`src/rtl/uart_datunpkg_module_pkg.sv`:
```
// uart_datunpkg_module_pkg: shared UART constants, frame geometry and unpacker FSM states.
package uart_datunpkg_module_pkg;
  localparam int unsigned FRECLK = 50_000_000;
  localparam logic [19:0] UART_BAUDRATE = 20'd115200;
  localparam logic [1:0] NONE_CHECK = 2'd0;
  localparam logic [1:0] ODD_CHECK = 2'd1;
  localparam logic [1:0] EVEN_CHECK = 2'd2;
  localparam logic [4:0] FRM_LEN = 5'd16;
  typedef enum logic [1:0] {IDLE, REQ, LATCH, CHECK} state_t;
endpackage

```
`src/rtl/UART_rx_interface.sv`:
```
// UART_rx_interface: 16x-oversampled UART receiver feeding a 16-entry byte FIFO.
module UART_rx_interface
  import uart_datunpkg_module_pkg::*;
(
  input  logic        CLK,
  input  logic        RSTn,
  input  logic        RD_Req_sig,
  input  logic [19:0] BaudRate,
  input  logic [1:0]  FrameCheck,
  output logic [7:0]  FIFO_RD_Dat,
  output logic        Empty_sig,
  input  logic        RX_pin
);
  logic [1:0]  sync_q;
  logic [25:0] acc_q, acc_d;
  logic [26:0] sum;
  logic        tick, rx, busy_q, busy_d, par_q, par_d, wr, full, par_ok;
  logic [3:0]  cnt_q, cnt_d, bit_q, bit_d, last;
  logic [7:0]  dat_q, dat_d, rd_dat_q;
  logic [4:0]  wp_q, rp_q;
  logic [7:0]  mem [16];
  // fractional baud accumulator avoids a runtime divide by BaudRate
  assign sum = {1'b0, acc_q} + 27'({BaudRate, 4'b0});
  assign tick = sum >= 27'(FRECLK);
  assign acc_d = tick ? 26'(sum - 27'(FRECLK)) : sum[25:0];
  assign rx = sync_q[1];
  assign last = FrameCheck == NONE_CHECK ? 4'd9 : 4'd10;
  assign par_ok = FrameCheck == ODD_CHECK ? ^{dat_q, par_q} : FrameCheck == EVEN_CHECK ? ~^{dat_q, par_q} : 1'b1;
  assign Empty_sig = wp_q == rp_q;
  assign full = wp_q[4] != rp_q[4] && wp_q[3:0] == rp_q[3:0];
  assign FIFO_RD_Dat = rd_dat_q;
  always_comb begin
    busy_d = busy_q;
    cnt_d = cnt_q;
    bit_d = bit_q;
    dat_d = dat_q;
    par_d = par_q;
    wr = 1'b0;
    if (!busy_q) begin
      if (tick && !rx) begin
        busy_d = 1'b1;
        cnt_d = 4'd0;
        bit_d = 4'd0;
      end
    end else if (tick) begin
      cnt_d = cnt_q + 4'd1;
      bit_d = cnt_q == 4'd15 ? bit_q + 4'd1 : bit_q;
      if (cnt_q == 4'd7) begin
        if (bit_q == last) begin
          busy_d = 1'b0;
          wr = rx && par_ok;
        end else if (bit_q == 4'd0) busy_d = !rx;
        else if (bit_q <= 4'd8) dat_d = {rx, dat_q[7:1]};
        else par_d = rx;
      end
    end
  end
  always_ff @(posedge CLK or negedge RSTn)
    if (!RSTn) begin
      sync_q <= 2'b11;
      acc_q <= '0;
      busy_q <= 1'b0;
      cnt_q <= '0;
      bit_q <= '0;
      dat_q <= '0;
      par_q <= 1'b0;
      wp_q <= '0;
      rp_q <= '0;
      rd_dat_q <= '0;
    end else begin
      sync_q <= {sync_q[0], RX_pin};
      acc_q <= acc_d;
      busy_q <= busy_d;
      cnt_q <= cnt_d;
      bit_q <= bit_d;
      dat_q <= dat_d;
      par_q <= par_d;
      if (wr && !full) wp_q <= wp_q + 5'd1;
      if (RD_Req_sig && !Empty_sig) begin
        rd_dat_q <= mem[rp_q[3:0]];
        rp_q <= rp_q + 5'd1;
      end
    end
  always_ff @(posedge CLK)
    if (wr && !full) mem[wp_q[3:0]] <= dat_q;
endmodule

```
`src/rtl/uart_datunpkg_module.sv`:
```
// uart_datunpkg_module: unpacks 16-byte UART frames into eight 11-bit channels,
// committing only complete well-formed frames and dropping stalled ones.
module uart_datunpkg_module
  import uart_datunpkg_module_pkg::*;
#(
  parameter logic [19:0] BAUDRATE = UART_BAUDRATE,
  parameter logic [1:0]  FRAMECHK = NONE_CHECK,
  parameter logic [23:0] GAP_CYC  = 24'd50_000
) (
  input  logic        CLK,
  input  logic        RSTn,
  input  logic        RX_pin,
  output logic [87:0] Dat_Out,
  output logic        Dat_Vld,
  output logic        Frm_Err
);
  state_t      st_q, st_d;
  logic        rd_req, empty, latch, commit, timeout;
  logic        err_q, err_d, vld_q, vld_d, ferr_q, ferr_d;
  logic [7:0]  rd_dat;
  logic [4:0]  idx_q, idx_d;
  logic [6:0]  base;
  logic [23:0] gap_q, gap_d;
  logic [87:0] sh_q, sh_d, dat_q, dat_d;
  UART_rx_interface u_rx (
    .CLK(CLK),
    .RSTn(RSTn),
    .RD_Req_sig(rd_req),
    .BaudRate(BAUDRATE),
    .FrameCheck(FRAMECHK),
    .FIFO_RD_Dat(rd_dat),
    .Empty_sig(empty),
    .RX_pin(RX_pin)
  );
  always_ff @(posedge CLK or negedge RSTn)
    if (!RSTn) st_q <= IDLE;
    else st_q <= st_d;
  always_comb begin
    st_d = st_q;
    case (st_q)
      IDLE:  st_d = empty ? IDLE : REQ;
      REQ:   st_d = LATCH;
      LATCH: st_d = CHECK;
      default: st_d = IDLE;
    endcase
  end
  always_comb rd_req = st_q == REQ;
  assign latch = st_q == LATCH;
  assign commit = st_q == CHECK && idx_q == FRM_LEN;
  // a byte landing in the same cycle as the gap limit keeps the frame alive
  assign timeout = idx_q != 5'd0 && gap_q >= GAP_CYC && !latch;
  assign base = 7'(idx_q[3:1]) * 7'd11;
  always_comb begin
    sh_d = sh_q;
    if (latch && !idx_q[0]) sh_d[7'(base + 7'd8) +: 3] = rd_dat[2:0];
    if (latch && idx_q[0]) sh_d[base +: 8] = rd_dat;
    idx_d = latch ? idx_q + 5'd1 : (commit || timeout) ? 5'd0 : idx_q;
    err_d = (latch && !idx_q[0] && |rd_dat[7:3]) ? 1'b1 : (commit || timeout) ? 1'b0 : err_q;
    gap_d = latch ? 24'd0 : idx_q == 5'd0 ? gap_q : gap_q + 24'(gap_q < GAP_CYC);
    dat_d = commit && !err_q ? sh_q : dat_q;
    vld_d = commit && !err_q;
    ferr_d = (commit && err_q) || timeout;
  end
  always_ff @(posedge CLK or negedge RSTn)
    if (!RSTn) begin
      idx_q <= '0;
      err_q <= 1'b0;
      gap_q <= '0;
      sh_q <= '0;
      dat_q <= '0;
      vld_q <= 1'b0;
      ferr_q <= 1'b0;
    end else begin
      idx_q <= idx_d;
      err_q <= err_d;
      gap_q <= gap_d;
      sh_q <= sh_d;
      dat_q <= dat_d;
      vld_q <= vld_d;
      ferr_q <= ferr_d;
    end
  assign Dat_Out = dat_q;
  assign Dat_Vld = vld_q;
  assign Frm_Err = ferr_q;
endmodule

```
`config.mk`:
```
export PLATFORM = sky130hd
export DESIGN_NAME = uart_datunpkg_module
export DESIGN_NICKNAME = d
export VERILOG_FILES = /design/src/rtl/uart_datunpkg_module_pkg.sv /design/src/rtl/UART_rx_interface.sv /design/src/rtl/uart_datunpkg_module.sv
export SDC_FILE = /design/constraint.sdc
export NUM_CORES = 1
export LEC_CHECK = 0
export CORE_MARGIN = 8
export CORE_UTILIZATION = 30
export CTS_BUF_LIST = sky130_fd_sc_hd__clkbuf_8 sky130_fd_sc_hd__clkbuf_16
export DETAILED_ROUTE_END_ITERATION = 10
export DONT_BUFFER_PORTS = 1
export SLEW_MARGIN = 20
export SYNTH_ARGS = -nofsm -noshare
export SYNTH_HDL_FRONTEND = slang
export SYNTH_SLANG_ARGS = --single-unit
```
`constraint.sdc`:
```
create_clock -name CLK -period 6.5 [get_ports CLK]
set_clock_uncertainty 0.1 [all_clocks]
set_input_delay 0 -clock CLK [delete_from_list [all_inputs] [get_ports CLK]]
set_output_delay 0 -clock CLK [all_outputs]
set_load 0.01 [all_outputs]
```
* Word-level counts from Yosys, hierarchy flattened *
Memory sizes are Yosys's and may differ from the RTL's. A register that Yosys moved wholly into a read port is not among the register bits.
Index checks and enable logic that the tools add are counted.

storage, ports and cells
  bits in registers = 265
  latch bits = 0
  memory bits (writable) = 128
  bits in read-only memories = 0
  bits of input ports = 3
  output and inout bits = 90
  word-level logic and storage cells = 115
  memories kept = 1

memory list
  name      depth  bits a word  read ports  clocked after Yosys merged registers in  wr ports  line                     text
  u_rx.mem  16     8            1           1                                        1         UART_rx_interface.sv:21  logic [7:0] mem [16];

operators by class
  add/subtract/negate cells = 11
  multiply operators = 1
  divide/modulo/power cells = 0
  $lt $le $gt $ge = 4
  equal/unequal tests = 13
  shift operators = 4
  muxes and demuxes = 31
  bitwise gates (word level) = 2
  reduce and logical (&&, ||, !) cells = 32

operator list
  operator                count
  $bwmux 88               2
  $mux 88                 2
  $shift 3x9->88 const A  1
  $shift 8x9->88 const A  1
  $shiftx 3x9->88         1
  $shiftx 8x9->88         1
  $mux 24                 2
  $add 26x21->27 const B  1
  $ge 27x26->1 const B    1
  $mux 26                 1
  $sub 26x26->26 const B  1
  $add 24x1->24           1
  $ge 24x16->1 const B    1
  $lt 24x16->1 const B    1
  $mux 4                  6
  $neg 7->9               2
  $add 5x1->5 const B     3
  $mux 1                  15
  $logic_and 1x1->1       12
  $mux 5                  2
  $add 4x1->4 const B     2
  $eq 4x4->1 const B      2
  $add 7x4->7 const B     1
  $logic_not 1->1         7
  other kinds (23)        29

* Depth between registers and ports, before layout *
Gate-level depths: netlist of run 1.

  depth after elaboration = 8
  gate-level depth with buffers = 15
  mapped depth without buffers = 13

* By module *
Synthesis of run 1 repeated with hierarchy kept, for this count alone.

unflattened totals
  cell total of the unflattened synthesis = 1652
  area total of the unflattened synthesis = 19834.0 sq um

modules (own cells, without submodules)
  module                times used  cells an instance  area an instance (sq um)  sequential area each (sq um)
  uart_datunpkg_module  1           1026               10726.5                   5255.0
  UART_rx_interface     1           626                9107.5                    5347.6

* Worst setup path after synthesis of run 1 *
Ideal clock, no wire load.

  path kind = flip-flop to flip-flop
  start point = reg idx_q[3]
  end point = reg sh_q[34]
  library setup time = 0.137 ns
  arrival = 4.000 ns
  required time = 6.263 ns
  slack = 2.263 ns
  cell stages (with the launch flop) = 15
  buffers on the path = 2
  period minus slack after synthesis = 4.237 ns
  cells stage by stage = dfrtp_1 clkbuf_1 inv_1 ha_1 ha_1 ha_1 fa_1 nor3_2 and3_1 buf_2 xnor2_1 or4_1 o2bb2a_1 mux2i_1 a21oi_1

between the ends
  cells in the longest elaborated chain, start to end = 8
  elaborated cells between the ends (all ways) = 12
  those cells by class = add/sub (3); mul (1); shift (4); mux (4)

RTL lines
  what                                                      line                        text
  start: declaration                                        uart_datunpkg_module.sv:21  logic [4:0] idx_q, idx_d;
  start signal: assignment                                  uart_datunpkg_module.sv:74  idx_q <= idx_d;
  $mul 3x4->7 *                                             uart_datunpkg_module.sv:52  assign base = 7'(idx_q[3:1]) * 7'd11;
  $add 7x4->7                                               uart_datunpkg_module.sv:55  if (latch && !idx_q[0]) sh_d[7'(base + 7'd8) +: 3] = rd_dat[2:0];
  $neg 7->9                                                 uart_datunpkg_module.sv:55
  $shiftx 3x9->88 / $shift 3x9->88 (equally long branches)  uart_datunpkg_module.sv:55
  $bwmux 88                                                 uart_datunpkg_module.sv:55
  $mux 88                                                   uart_datunpkg_module.sv:55
  $bwmux 88                                                 uart_datunpkg_module.sv:56  if (latch && idx_q[0]) sh_d[base +: 8] = rd_dat;
  $mux 88 *                                                 uart_datunpkg_module.sv:56
  named net sh_d[34]                                        uart_datunpkg_module.sv:24  logic [87:0] sh_q, sh_d, dat_q, dat_d;
  end signal: assignment                                    uart_datunpkg_module.sv:69  sh_q <= '0;
  end signal: assignment                                    uart_datunpkg_module.sv:77  sh_q <= sh_d;
  end: declaration                                          uart_datunpkg_module.sv:24

The timed path passes the listed nets; every way through them passes the cells marked *.
A chain may end at the register's enable or synchronous reset.

* Worst setup path in the final report of run 1 *
  start point = reg idx_q[1]
  end point = reg sh_q[78]

Same word-level chain as after synthesis.

==> flow_metrics.env, run 1 <==
export IMPL_synth_top_cell_by_area="dfrtp_1"
export IMPL_register_area_um2=10500
export IMPL_yosysSeqAreaShare_pct=57.0
export IMPL_die_height_um=264
export IMPL_worstPathCellList="ha_1, ha_1, ha_1, fa_1, nor3_2, and3_1, xnor2_1, nor3_1, nand2_1, mux2i_1, a21oi_1"
export IMPL_detail_route_vias_per_cell=5.28
export IMPL_total_gr_overflow=0
export IMPL_drt_total_wl_um=50300
export IMPL_rsz0062_at_grt="no"
export IMPL_track_usage_pct=14.3
export IMPL_floorplan_initialDensity_pct=30.1
export IMPL_synth_ff_type="dfrtp_1"
export IMPL_synth_top_cells_by_area="dfrtp_1 (36%), edfxtp_1 (21%), mux2_2 (7.8%)"
export IMPL_power_internal_mw=4.18
export IMPL_syn_to_final_growth_pct=13.5
export IMPL_total_die_area_um2=69600
export IMPL_p_per_area_nw_per_um2=250
export IMPL_timing_critical_path_to_type="register"
export IMPL_data_required_time_of_the_worst_path_ns=6.83
export IMPL_period_share_pct=78.0
export IMPL_grt_max_degree=267
export IMPL_drive_above_1_share_pct=18.5
export IMPL_crit_path_max_incr_delay_ns=0.92
export IMPL_route_detailed_drc=0
export IMPL_rr_worst_depth=11
export IMPL_criticalPathCategory="register to register"
export IMPL_timing_limited_maximum_frequency_mhz=197
export IMPL_ys_top_cells_by_count="dfrtp_1 (264), edfxtp_1 (128), mux2_2 (127)"
export IMPL_first_global_vias=12400
export IMPL_worst_hold_path_type="input pin to asynchronous set/reset pin"
export IMPL_avgSynthCellArea_um2=12.3
export IMPL_dp_hpwl_um=34000
export IMPL_worstPathBufferInverterCount=0
export IMPL_cp_slowest_cell="nor3_1"
export IMPL_worst_path_dominant_cell_family="simple AND/OR/NAND/NOR gates"
export IMPL_finalCriticalPeriod_ns=5.07
export IMPL_clock_sink_count=394
export IMPL_critical_path_max_fanout=24
export IMPL_run_status="complete, but fails checks"
export IMPL_htreeDepth=2
export IMPL_clkLatencyLatePin_ns=0.58
export IMPL_layout_core_utilization_pct=34.2
export IMPL_tns_ns=0
export IMPL_cts_path_max_buffers=3
export IMPL_cp_arrival_ns=5.40
export IMPL_p_comb_share_pct=0.7
export IMPL_finalHoldViolCount=7
export IMPL_design_core_area_um2=61300
export IMPL_clock_root_buffer="clkbuf_16"
export IMPL_pwr_share_seq_pct=48.7
export IMPL_timing_final_max_slew_violations=0
export IMPL_power_switching_mw=1.07
export IMPL_timing_max_slew_rel_slack_pct=26.4
export IMPL_synth_net_count=1536
export IMPL_synth_edff_count=128
export IMPL_static_leakage_power_nw=8.42
export IMPL_footprint_of_the_multi_input_gates_um2=7570
export IMPL_drt_initial_drc_count=1039
export IMPL_fillers=6011
export IMPL_violated_checks="hold timing"
export IMPL_count_of_distinct_cell_types_in_the_synthesized_netlist=73
export IMPL_power_clock_fraction_pct=50.5
export IMPL_number_of_clock_buffers_inserted_by_tritoncts=44
export IMPL_portBuffers=0
export IMPL_post_synth_instance_area_um2=18400
export IMPL_post_drt_wl_per_cell_um=21.8
export IMPL_grt_first_pass_wirelength_um=78300
export IMPL_worst_path_stages=11
export IMPL_switching_share_pct=20.3
export IMPL_netlist_instances=1500
export IMPL_design_portCount=93
export IMPL_tritoncts_clock_tree="built"
export IMPL_tightest_slew_ns=1.10
export IMPL_max_cap_viol_count=0
export IMPL_routabilityCongestion=0.931
export IMPL_clk_transition_reported_paths_ns=0.06
export IMPL_crit_path_frequent_cell="ha_1"
export IMPL_die_w_um=264
export IMPL_hold_slack_ns=-0.0201
export IMPL_postSynthRegisterBits=394
export IMPL_irDropWorstVdd_mv=0.141
export IMPL_start_kind="register"
export IMPL_synthesis_yosys_warnings=0
export IMPL_via_count=12200
export IMPL_rows=91
export IMPL_synth_async_reset_ratio_pct=67.5
export IMPL_synth_top_area_share_pct=35.8
export IMPL_grt_antenna_before_repair=0
export IMPL_report_final_setup_viol=0
export IMPL_num_nets_final=1521
export IMPL_ant_nets=0
export IMPL_yosysMostFrequentCell="dfrtp_1"
export IMPL_antennaDiodeCount=0
export IMPL_cts_post_setup_buffers_inserted=0
export IMPL_detailedRoute_firstPassIterationCount=5
## power groups by stage
stage	Combinational [mW]	Clock, mW	Sequential (mW)
6_report	0.0389	2.65	2.55
5_1_grt	0.0461	2.81	2.55
4_1_cts	0.0399	2.72	2.55
3_5_place_dp	0.00186	0	2.60
3_3_place_gp	0.00169	0	2.60
2_1_floorplan	0.00282	0	2.60
## registers in the layout, indices dropped and copies added, names as in the netlist, 8 cells and up, named ones only
name              flops
u_rx.mem            128
Dat_Out              88
sh_q                 64
gap_q                24
u_rx.acc_q           19
u_rx.FIFO_RD_Dat      8
u_rx.dat_q            8
## area by class of cell
| cell class | count | share of cell area, % |
|---|---|---|
| Sequential cell | 394 | 50.2 |
| Multi-Input combinational cell | 998 | 36.2 |
| Clock buffer | 49 | 5.59 |
| Tap cell | 790 | 4.72 |
| Clock inverter | 31 | 1.82 |
| Timing Repair Buffer | 24 | 1.09 |
| Inverter | 23 | 0.413 |
## worst paths after layout
kind	from	to	slack, ns
min reg2reg	u_rx.sync_q[0]$_DFF_PN1_	u_rx.sync_q[1]$_DFF_PN1_	0.26
min in group CLK	u_rx.sync_q[0]$_DFF_PN1_	u_rx.sync_q[1]$_DFF_PN1_	0.26
max reg2reg	idx_q[1]$_DFFE_PN0P_	sh_q[78]$_DFF_PN0_	1.43
min	RSTn	Dat_Out[84]$_DFFE_PN0P_	-0.02
max in group asynchronous	RSTn	sh_q[2]$_DFF_PN0_	5.15
max	idx_q[1]$_DFFE_PN0P_	sh_q[78]$_DFF_PN0_	1.43
## cells in the final DEF, fill, tap and decap left out, drive strengths merged, types with 14 or more instances in the layout
| cell type | instances |
|---|---|
| a21oi | 84 |
| a31oi | 14 |
| and3 | 36 |
| buf | 21 |
| clkbuf | 49 |
| dfrtp | 264 |
| edfxtp | 128 |
| ha | 32 |
| inv | 33 |
| mux2 | 127 |
| mux2i | 48 |
| mux4 | 40 |
| nand2 | 115 |
| nand3 | 51 |
| nand4 | 20 |
| nor2 | 111 |
| nor3 | 41 |
| o21ai | 49 |
| xnor2 | 35 |
| xor2 | 40 |
## routing by layer
metal	part of all wire (%)	global-route usage, %
met1	43	18.5
met2	48	23.0
met3	6.1	3.02
met4	3.7	5.86
met5	0	0
## kinds of logic after synthesis
group                      after synthesis  synth area share [%]
xor gates and xnor gates                75                  3.60
DFF                                    394                  57.0
adders and majority gates               33                  2.28
buffers and inverters                  108                  2.23
and+or+nand+nor                        454                  12.2
muxes                                  215                  15.2
AOI/OAI and AO/OA                      221                  7.43
## timing repair
action | 4_1_cts | 5_1_grt
hold buffers | 4 | 0
hold endpoints to repair | 267 | 0
resized for setup | 0 | 0
## metrics by stage
step / hold slack, ns / total power [mW] / setup WS (ns) / cell area [um^2] / std cells
final: -0.0201 / 5.24 / 1.43 / 20900 / 2309
after global routing: 0.0697 / 5.41 / 1.07 / 20900 / 2309
after CTS: 0.258 / 5.31 / 1.43 / 20900 / 2308
after detailed placement: -0.367 / 2.60 / 1.45 / 19300 / 2224
after global placement: -0.367 / 2.60 / 1.49 / 19300 / 2224
after floorplan: -0.396 / 2.60 / 2.26 / 18400 / 1500
(Power assumes the default switching activity.)
==> run 2, diff against run 1 <==
--- a/config.mk
+++ b/config.mk
@@ -5,6 +5,7 @@
 export SDC_FILE = /design/constraint.sdc
 export NUM_CORES = 1
 export LEC_CHECK = 0
+export ABC_AREA = 1
 export CORE_MARGIN = 8
 export CORE_UTILIZATION = 30
 export CTS_BUF_LIST = sky130_fd_sc_hd__clkbuf_8 sky130_fd_sc_hd__clkbuf_16
==> constraint.sdc (replaced) <==
create_clock -name CLK -period 4.6 [get_ports CLK]
set_clock_uncertainty 0.1 [all_clocks]
set_input_delay 0 -clock CLK [delete_from_list [all_inputs] [get_ports CLK]]
set_output_delay 0 -clock CLK [all_outputs]
set_load 0.01 [all_outputs]
==> run 2 against run 1 <==
Wire length is 22% higher. Clock-buffer cell count stayed put. The run still ends with hold timing left. Sequential power is 42% higher. Critical path depth is 5 higher. Register-to-register slack worse by 1.0 ns. Setup slack worse by 1.0 ns. Largest cell class unchanged. Cell count is 35% higher. Global-route usage is 2.8 points higher.
==> flow_metrics.env, run 2 <==
export IMPL_timing_limited_maximum_frequency_mhz=238
export IMPL_grt_first_pass_wirelength_um=94400
export IMPL_synth_top_area_share_pct=34.8
export IMPL_syn_to_final_growth_pct=13.7
export IMPL_static_leakage_power_nw=9.55
export IMPL_die_w_um=268
export IMPL_run_status="complete, but fails checks"
export IMPL_yosysSeqAreaShare_pct=55.3
export IMPL_hold_slack_ns=-0.970
export IMPL_worst_r2r_startpoint="idx_q[3]$_DFFE_PN0P_"
export IMPL_total_die_area_um2=71600
export IMPL_start_kind="register"
export IMPL_rr_worst_depth=16
export IMPL_finalHoldViolCount=266
export IMPL_number_of_clock_buffers_inserted_by_tritoncts=44
export IMPL_post_route_cell_area_um2=21600
export IMPL_layout_core_utilization_pct=34.3
export IMPL_yosysMostFrequentCell="nand2_1"
export IMPL_drive_above_1_share_pct=6.48
export IMPL_finalCriticalPeriod_ns=4.21
export IMPL_cp_slowest_cell="dfrtp_1"
export IMPL_mostFrequentLayoutCells="nand2_1 (580), dfrtp_1 (264), nor2_1 (251), inv_1 (236), o21ai_0 (207)"
export IMPL_grtUsageMet1_pct=21.7
export IMPL_drt_total_wl_um=61600
export IMPL_r2r_slack_ns=0.39
export IMPL_irDropWorstVdd_mv=0.246
export IMPL_grt_antenna_before_repair=1
export IMPL_report_final_setup_viol=0
export IMPL_clkLatencyLatePin_ns=0.59
export IMPL_synth_top_cell_by_area="dfrtp_1"
export IMPL_die_height_um=268
export IMPL_switching_share_pct=20.9
export IMPL_pwr_share_seq_pct=49.8
export IMPL_portBuffers=0
export IMPL_critical_path_max_fanout=13
export IMPL_timing_max_slew_rel_slack_pct=31.4
export IMPL_grt_max_degree=267
export IMPL_timing_final_max_slew_violations=0
export IMPL_first_global_vias=15400
export IMPL_worst_path_dominant_cell_family="adder cells"
export IMPL_cts_path_max_buffers=3
export IMPL_synth_async_reset_ratio_pct=67.5
export IMPL_post_drt_wl_per_cell_um=19.8
export IMPL_p_per_area_nw_per_um2=336
export IMPL_post_synth_instance_area_um2=19000
export IMPL_clk_transition_reported_paths_ns=0.06
export IMPL_design_portCount=93
export IMPL_synthesis_yosys_warnings=0
export IMPL_worst_hold_path_type="input pin to asynchronous set/reset pin"
export IMPL_synth_net_count=2253
export IMPL_routabilityCongestion=1.00
export IMPL_violated_checks="hold timing"
export IMPL_num_nets_final=2268
export IMPL_met2_usage_pct=28.3
export IMPL_power_switching_mw=1.51
export IMPL_cp_arrival_ns=4.53
export IMPL_ant_nets=0
export IMPL_synth_edff_count=128
export IMPL_avgSynthCellArea_um2=8.57
export IMPL_ys_top_cells_by_count="nand2_1 (581), dfrtp_1 (264), nor2_1 (253)"
export IMPL_via_count=15500
export IMPL_max_cap_viol_count=0
export IMPL_antennaDiodeCount=0
export IMPL_clock_sink_count=394
export IMPL_worstPathBufferInverterCount=5
export IMPL_tns_ns=0
export IMPL_drt_initial_drc_count=1432
export IMPL_htreeDepth=2
export IMPL_data_required_time_of_the_worst_path_ns=4.93
export IMPL_power_internal_mw=5.73
export IMPL_floorplan_initialDensity_pct=30.2
export IMPL_worstPathCellList="inv_1, ha_1, ha_1, ha_1, fa_1, inv_1, nand4_1, inv_1, nand2_1, nand2_1, nor2_2, nand2_1, clkinvlp_4, buf_4, nand3_1, o31ai_1"
export IMPL_power_clock_fraction_pct=50.2
export IMPL_dpl_cell_area_um2=20000
export IMPL_total_gr_overflow=0
export IMPL_netlist_instances=2217
export IMPL_period_share_pct=91.5
export IMPL_synth_top_cells_by_area="dfrtp_1 (35%), edfxtp_1 (20%), nand2_1 (11%)"
export IMPL_tritoncts_clock_tree="built"
export IMPL_largest_register_ffs=128
export IMPL_layout_cells_most_common="nand2_1"
export IMPL_detail_route_vias_per_cell=4.99
export IMPL_tightest_slew_ns=1.02
export IMPL_detailedRoute_firstPassIterationCount=5
export IMPL_cts_hold_repair_buffers=2
export IMPL_grt_use_met3_pct=2.63
export IMPL_design_core_area_um2=62900
export IMPL_criticalPathCategory="register to register"
export IMPL_dp_hpwl_um=44200
export IMPL_clock_root_buffer="clkbuf_16"
export IMPL_synth_ff_type="dfrtp_1"
export IMPL_postSynthRegisterBits=394
export IMPL_rows=92
export IMPL_timing_critical_path_to_type="register"
export IMPL_crit_path_max_incr_delay_ns=0.50
export IMPL_rsz0062_at_grt="no"
export IMPL_p_comb_share_pct=0.1
export IMPL_track_usage_pct=17.0
export IMPL_global_route_peak_usage_layer="met2"
export IMPL_route_detailed_drc=0
export IMPL_count_of_distinct_cell_types_in_the_synthesized_netlist=54
run 2: cell types whose count changed after synthesis, sizes merged, moves of 25 or more:
| cell | delta |
|---|---|
| nand2 | +475 |
| mux2i | -46 |
| nand3 | +58 |
| mux4 | -40 |
| xnor2 | -25 |
| inv | +211 |
| and3 | -35 |
| mux2 | -126 |
| o21ai | +173 |
| nor2 | +153 |
run 2: power by group through the flow:
| stage | registers (mW) | clock network, mW | logic [mW] |
|---|---|---|---|
| finish | 3.61 | 3.63 | 0.00454 |
| global route | 3.61 | 3.88 | 0.00512 |
| CTS | 3.61 | 3.73 | 0.00452 |
| detailed placement | 3.67 | 0 | 0.00319 |
| global placement | 3.67 | 0 | 0.00310 |
| floorplan | 3.67 | 0 | 0.00362 |
run 2: logic make-up (layout without fill, tap and decap cells):
group / Yosys count / count (layout) / synth area share (%)
and+or+nand+nor: 1040 / 1040 / 22.5
AOI/OAI and AO/OA: 398 / 398 / 11.7
DFF: 394 / 394 / 55.3
buffers and inverters: 312 / 363 / 6.37
xor gates and xnor gates: 37 / 37 / 1.71
adders and majority gates: 33 / 33 / 2.21
muxes: 3 / 3 / 0.165
run 2: how the worst max path moves through the flow:
stage,end,slack [ns],depth (start not counted),startpoint
after floorplan,sh_q[14]$_DFF_PN0_,1.27,17,idx_q[3]$_DFFE_PN0P_
after global placement,register,0.28,15,idx_q[3]$_DFFE_PN0P_
after detailed placement,register,0.20,15,idx_q[3]$_DFFE_PN0P_
after CTS,register,0.15,15,idx_q[3]$_DFFE_PN0P_
after global routing,sh_q[68]$_DFF_PN0_,0.14,17,idx_q[3]$_DFFE_PN0P_
final,register,0.39,16,idx_q[3]$_DFFE_PN0P_
run 2: area by class of cell:
class | count | area [um^2]
Timing Repair Buffer | 43 | 328
Clock inverter | 33 | 333
Tap cell | 846 | 1060
Clock buffer | 49 | 1170
Inverter | 238 | 900
Fill cell | 6492 | 41300
Multi-Input combinational cell | 1511 | 7300
Sequential cell | 394 | 10500
run 2: per-stage QoR:
stage	std cells	power, mW	setup slack, ns	hold WS (ns)
finish	3114	7.25	0.392	-0.970
global route	3114	7.50	0.141	-1.00
detailed placement	3026	3.68	0.197	-0.382
CTS	3110	7.34	0.153	-1.01
floorplan	2217	3.68	1.27	-0.396
global placement	3026	3.68	0.282	-0.381
run 2: repair_timing:
item | CTS | global route
endpoints found under the hold margin | 267 | 266
gates resized for setup | 0 | 3
setup buffers | 0 | 4
setup endpoints to repair | 0 | 4
run 2: metal layers:
| layer | wire length [um] | vias up |
|---|---|---|
| met4 | 2960 | 4 |
| li1 | - | 7371 |
| met1 | 25600 | 7479 |
| met3 | 3810 | 148 |
| met5 | 76 | - |
| met2 | 29100 | 524 |
